## src/rtl/regport_arbiter.sv

```systemverilog
// Round-robin arbiter sharing one register-file read port among NREQ requesters.
// Stage A picks a winner and drives the mux select; stage B captures the muxed word.
module regport_arbiter #(
  parameter int DW   = 16,
  parameter int AW   = 4,
  parameter int NREQ = 4,
  parameter int IDW  = 2
) (
  input  logic               clk,
  input  logic               rst_n,
  input  logic               en,
  input  logic [NREQ-1:0]    req,
  input  logic [NREQ*AW-1:0] addr,
  output logic [NREQ-1:0]    ack,
  output logic [AW-1:0]      sel,
  input  logic [DW-1:0]      mux_data,
  output logic [DW-1:0]      rdata,
  output logic               rvalid,
  output logic [IDW-1:0]     rid,
  output logic               busy
);

  logic [IDW-1:0] ptr;
  logic [IDW-1:0] win;
  logic [IDW-1:0] ptr_nxt;
  logic           found;
  logic           grant;
  logic [AW-1:0]  win_addr;
  logic [NREQ-1:0] win_onehot;
  logic [IDW-1:0] id_p0;
  logic           vld_p0;
  int             j;

  // Cyclic search starting at ptr; the index stays below NREQ so the low IDW bits are exact.
  always_comb begin
    win   = '0;
    found = 1'b0;
    j     = 0;
    for (int k = 0; k < NREQ; k++) begin
      j = int'(ptr) + k;
      if (j >= NREQ) j = j - NREQ;
      if (!found && req[j[IDW-1:0]]) begin
        found = 1'b1;
        win   = j[IDW-1:0];
      end
    end
  end

  assign grant      = en && found;
  assign win_addr   = addr[int'(win)*AW +: AW];
  assign win_onehot = {{(NREQ-1){1'b0}}, 1'b1} << win;
  assign ptr_nxt    = (int'(win) == NREQ - 1) ? '0 : win + IDW'(1);

  always_ff @(posedge clk) begin
    if (!rst_n) begin
      ptr    <= '0;
      ack    <= '0;
      sel    <= '0;
      id_p0  <= '0;
      vld_p0 <= 1'b0;
      rvalid <= 1'b0;
      rdata  <= '0;
      rid    <= '0;
    end else begin
      // Stage A: arbitrate; sel holds through idle cycles so the mux never glitches
      if (grant) begin
        sel    <= win_addr;
        ack    <= win_onehot;
        id_p0  <= win;
        vld_p0 <= 1'b1;
        ptr    <= ptr_nxt;
      end else begin
        ack    <= '0;
        vld_p0 <= 1'b0;
      end
      // Stage B: capture the muxed word for the grant issued last cycle
      rvalid <= vld_p0;
      if (vld_p0) begin
        rdata <= mux_data;
        rid   <= id_p0;
      end
    end
  end

  assign busy = vld_p0 | (|ack);

endmodule
```

## config.mk

```make
export PLATFORM = sky130hd
export DESIGN_NAME = regport_arbiter
export DESIGN_NICKNAME = d
export VERILOG_FILES = /design/src/rtl/regport_arbiter.sv
export SDC_FILE = /design/constraint.sdc
export NUM_CORES = 1
export LEC_CHECK = 0
export BUFFER_PORTS_ARGS = -buffer_cell sky130_fd_sc_hd__buf_2
export CORE_MARGIN = 8
export CORE_UTILIZATION = 45
export DETAILED_ROUTE_END_ITERATION = 8
export PLACE_DENSITY = 0.78
export SETUP_SLACK_MARGIN = 0.4
export SKIP_LAST_GASP = 1
export SLEW_MARGIN = 40
export SYNTH_ARGS = -nofsm -noshare
export SYNTH_HDL_FRONTEND = slang
export SYNTH_SLANG_ARGS = --single-unit
```

## constraint.sdc

```tcl
create_clock -name clk -period 2.3 [get_ports clk]
set_clock_uncertainty 0.2 [all_clocks]
set_input_delay 0.115 -clock clk [delete_from_list [all_inputs] [get_ports clk]]
set_output_delay 0.115 -clock clk [all_outputs]
set_load 0.03 [all_outputs]
```

After elaboration in Yosys (flattened, before gate mapping)
Cells that the tools add are included.
{"block": "totals", "regBits": 32, "wordCells": 59}
{"block": "classes", "n_addsub": 8, "magnitude_cmp": 8, "n_eq_ne": 1, "n_shift": 2, "muxes": 22, "bitwise": 1, "n_reduce_logical": 9}
{"cell": "2-bit two-way mux", "n": 9}
{"cell": "16-bit by 5-bit indexed part select with 4-bit output", "n": 1}
{"cell": "2-bit by 3-bit less-than comparator with 1-bit output, second input constant", "n": 4}
{"cell": "3-bit greater-or-equal comparator, second input constant", "n": 3}
{"cell": "1-bit two-way mux", "n": 9}
{"cell": "1-bit binary-select mux with 2-bit select", "n": 4}
{"cell": "2-bit by 1-bit subtractor with 2-bit output, second input constant", "n": 4}
{"cell": "2-bit by 2-bit adder with 3-bit output, second input constant", "n": 2}
{"cell": "1-bit logical AND", "n": 4}
{"cell": "4-bit OR reduction", "n": 1}
{"cell": "1-bit by 2-bit left shift with 4-bit output, first input constant", "n": 1}
{"cell": "2-bit by 1-bit adder with 3-bit output, second input constant", "n": 1}
{"cell": "2-bit by 3-bit greater-or-equal comparator with 1-bit output, second input constant", "n": 1}
{"cell": "1-bit zero test", "n": 3}
{"cell": "2-bit by 1-bit adder with 2-bit output, second input constant", "n": 1}
{"cell": "2-bit by 1-bit equality test with 1-bit output, second input constant", "n": 1}
{"cell": "2-bit AND reduction", "n": 1}
{"cell": "1-bit bitwise OR", "n": 1}

Longest topological paths before layout
{"block": "depth", "depth_word": 16, "mapped_depth": 8, "mapped_depth_nobuf": 7}

Worst setup path after synthesis
OpenSTA, ideal clock, no wires.
{"block": "synth_path", "path_kind": "register to register", "from": "register ptr[1]", "to": "register ptr[0]", "setup_ps": 76, "t_arrival_ps": 1551, "required_ps": 2024, "setup_slack_ps": 474, "path_stages_with_launch": 8, "path_buffers": 0, "synth_period_minus_slack_ps": 1826, "cell_sequence": "dfxtp_1 > or3b_1 > o221ai_4 > inv_1 > ha_1 > nor2_1 > o21ai_0 > a21boi_0"}
{"block": "synth_via", "elab_chain_len": 16, "elab_cells_between_ends": 41, "classes_between": "add/sub: 8; order compare: 4; eq/ne: 1; mux: 21; reduce/logical: 7"}
{"item": "start: declaration", "line_no": "23", "text": "logic [IDW-1:0] ptr;"}
{"item": "start signal: assignment", "line_no": "71", "text": "ptr <= ptr_nxt;"}
{"item": "parallel branches: the longest is 13 deep, another holds 2-bit by 1-bit adder with 3-bit output"}
{"item": "2-bit two-way mux *", "line_no": "42", "text": "if (!found && req[j[IDW-1:0]]) begin"}
{"item": "named net win[0]", "line_no": "24", "text": "logic [IDW-1:0] win;"}
{"item": "2-bit by 1-bit adder with 2-bit output or 2-bit by 1-bit equality test with 1-bit output (tied branches)", "line_no": "52", "text": "assign ptr_nxt = (int'(win) == NREQ - 1) ? '0 : win + IDW'(1);"}
{"item": "2-bit two-way mux *", "line_no": "52"}
Mark *: on every way through the listed nets, which the timed path passes. The select of a mux whose other input is x is not followed.
A chain may end at the register's enable or synchronous reset.

Worst setup path after layout
Ends and elaborated chain as after synthesis.

==> summary.txt <==
Run status
  – Status: completed

Critical path
  – Crit path arrival time: 1.86 ns
  – Crit-path max FO: 7
  – Reg2reg start: ptr[1]$_SDFFE_PN0P_
  – Setup crit start kind: register
  – CP Class: reg2reg
  – Capturing point of the worst reg2reg path: ptr[0]$_SDFFE_PN0P_
  – WP data required: between 2 and 2.5 ns
  – Critical path's largest stage delay: between 0.4 and 0.5 ns
  – Worst path slowest cell: or3b_4
  – Crit-path cells: or3b_4 > o221ai_4 > inv_2 > ha_1 > nor2_1 > o21ai_0 > a21boi_0
  – R2R setup slack: approximately 0.50 ns
  – R2R depth: 7
  – CP endpoint kind: register

Synth
  – Mux contribution to synthesized area: between 10% and 20%
  – Synth Instances: 142
  – Adder-Cell Fraction of Synth Area: 0.909%
  – Post-synthesis xor/xnor area fraction: 0%
  – Sequential share of the synthesized area: 46.5%
  – Synth Area in Compound Gates: 15.2%
  – Library cells used by synthesis: 21
  – Cell taking the most area after synthesis: dfxtp_1
  – Largest family of logic cells by synthesized area: simple AND/OR/NAND/NOR gates
  – Synth Area in Simple Gates: 17.9%
  – Count of state elements after synthesis: 32
  – Ys Warns: 0
  – Synth top area share: 46.5%
  – Dominant cells by area after synthesis: dfxtp_1 (47%), mux2i_1 (17%), nor2b_1 (8.6%)
  – Netlist Area Pre-Place: 0.00138 sq mm
  – Synthesized area per cell: 9.69 sq um
  – Syn Nets: 182

Power and ir drop
  – Static Leak: between 0.9 and 1 nW
  – Maximum vdd drop: 454 uV
  – Power density over cell area: 586 mW/mm^2

Drt
  – Total Wirelength: 3.62 mm
  – Via count: 1287
  – ANT nets after route: 0
  – Post-route DRC: 0
  – DRT Pass-1 Iters: 4
  – Drt via density: 4.77
  – Average wire per standard cell: 13.4 um
  – Initial drt markers: 44

Layout
  – Layout cells sized above 1: 35.0%
  – Final nets: 277
  – Non-filler cells in the finished layout: 270
  – Antenna Cells: 0
  – P&R area growth vs syn: 50.2%

Placed design
  – Post-Place Cells: ~240
  – Post-DP HPWL: 2.39 mm
  – Input/output buffers: 66
  – Gpl congestion: 0.761

Global route
  – Antenna violations before repair: 0
  – Number of global-route vias before repair: 1340
  – Grt ovf: 0
  – First-pass GRT wire length: 6.10 mm
  – Largest net degree at the start of global routing: 29
  – Global Route Usage Sum: 14.9%

Hold path
  – Min-delay src: addr[13]
  – Hold WC Path Type: in2reg
  – Hold Crit Depth: 4
  – Hold Path End: sel[1]$_SDFFE_PN0P_

Clock tree
  – Clk_lat worst skew: 0.33 ns
  – Num CTS Buffers: 5
  – CTS clk-pin slew, worst paths: 0.09 ns
  – H-tree depth: 2
  – Clk sinks: 32
  – CTS Buffer Depth: 2
  – Clock root buffer: clkbuf_4
  – TritonCTS clock tree: done

Floorplanning
  – Starting Density: 46.2%
  – Vert. Die Dim: 71.3 um
  – Core footprint: 0.00298 sq mm
  – Top-Level Pins: 67
  – Die W: 71.3 um
  – # rows: 20
  – Die Area: 0.00508 sq mm

STA
  – Min Tclk post-route: 1.80 ns
  – Worst-margin pin slew: 0.688 ns
  – Final setup TNS: 0 ns
  – FMAX: 0.555 GHz
  – RSZ-0062 raised after global routing: false
  – Final count of pins violating max slew: 0
  – Final setup vio count: 0
  – Endpoints failing hold: 0
  – Max-slew headroom: 53.6%
  – Crit share post-route: 78.3%

Flow run
  – Max-Cap Viols: 0
[how the worst max path moves through the flow]
stage / start / endpoint / slack, ns / depth (start not counted)
after detailed placement: ptr[1]$_SDFFE_PN0P_ / ptr[0]$_SDFFE_PN0P_ / 0.30 / 7
final: ptr[1]$_SDFFE_PN0P_ / ptr[0]$_SDFFE_PN0P_ / 0.50 / 7
after global placement: ptr[1]$_SDFFE_PN0P_ / ptr[0]$_SDFFE_PN0P_ / 0.37 / 7
after CTS: ptr[1]$_SDFFE_PN0P_ / sel[3]$_SDFFE_PN0P_ / 0.46 / 6
after global routing: ptr[1]$_SDFFE_PN0P_ / ptr[0]$_SDFFE_PN0P_ / 0.41 / 7
after floorplan: ptr[1]$_SDFFE_PN0P_ / ptr[0]$_SDFFE_PN0P_ / 0.47 / 7
[cell usage in the layout (no fill, tap or decap), drive strengths merged]
cell,instances
clkbuf,6
dfxtp,32
o41a,1
a21boi,4
dlygate4sd3,25
o21ai,7
inv,4
ha,1
clkinv,1
o41ai,1
buf,69
a31o,4
nand2b,1
nor2b,19
nor3,2
a21oi,4
o2bb2a,1
and2,2
or3b,1
mux2i,23
a31oi,4
o221ai,1
nand2,17
nor2,7
[registers in the layout, summed over array words and instances, names as in the netlist]
signal and count:
rdata 16, ack 4, sel 4, id_p0 2, ptr 2, rid 2, rvalid 1, vld_p0 1
[repair_timing]
item                       in CTS  in global routing
hold buffers                   25                  0
hold endpoints to repair       23                  0
pin swaps                       1                  0
setup buffers                   2                  0
gates resized for setup         2                  4
setup endpoints to repair       2                  6
[cells by family after synthesis]
logic type	count (synthesis)
muxes	23
buffers and inverters	10
AOI/OAI and AO/OA	27
adders and majority gates	1
DFF	32
and+or+nand+nor	49
[critical path: cells and delay by family (launching register included)]
family / cells / cell delay, ns
and+or+nand+nor: 2 / 0.51
DFF: 1 / 0.37
AOI/OAI and AO/OA: 3 / 0.34
adders and majority gates: 1 / 0.20
buffers and inverters: 1 / 0.11
[per-stage QoR]
| stage | setup WS, ns | utilization [%] | hold WS, ns | total power [W] | instance area (sq um) |
|---|---|---|---|---|---|
| after floorplan | 0.474 | - | 0.0558 | 0.000798 | 1380 |
| after global placement | 0.373 | 58.2 | 0.172 | 0.000883 | 1730 |
| after detailed placement | 0.298 | 58.2 | 0.169 | 0.000887 | 1730 |
| after CTS | 0.457 | 69.1 | 0.0182 | 0.00121 | 2060 |
| after global routing | 0.410 | 69.4 | 0.0307 | 0.00129 | 2070 |
| final | 0.499 | 69.4 | 0.0201 | 0.00121 | 2070 |
[layer usage]
metal / vias up / track usage (%) / wire, um
li1: 678 / - / -
met4: 0 / 4.16 / 35
met2: 52 / 26.1 / 1740
met3: 6 / 8.09 / 348
met5: - / 0 / 0
met1: 551 / 14.9 / 1500
[synthesized netlist by cell type]
cell       n
nor2_1     7
o221ai_4   1
a21boi_0   4
or3b_1     1
inv_1      4
o21ai_0    7
a21oi_1    4
nand2_1   17
nor3_1     2
and2_1     2
nand2b_1   1
o41a_1     1
ha_1       1
dfxtp_1   32
o2bb2a_1   1
nor2b_1   19
mux2i_1   23
a31o_1     4
clkbuf_1   6
o41ai_2    1
a31oi_1    4
[power breakdown]
part	internal, W	switching [W]
combinational	0.000149	0.000171
sequential	0.000588	0.0000219
clock	0.000112	0.000170
total	0.000849	0.000363
[cell type report]
type / instances / area (sq um)
clock inverters: 1 / 5.00
inverters: 4 / 15.0
multi-input cells: 100 / 706
well taps: 33 / 41.3
fillers: 236 / 911
flip-flops and latches: 32 / 643
repair buffers: 94 / 616
clock buffers: 6 / 41.3
(Power assumes the default switching activity.)
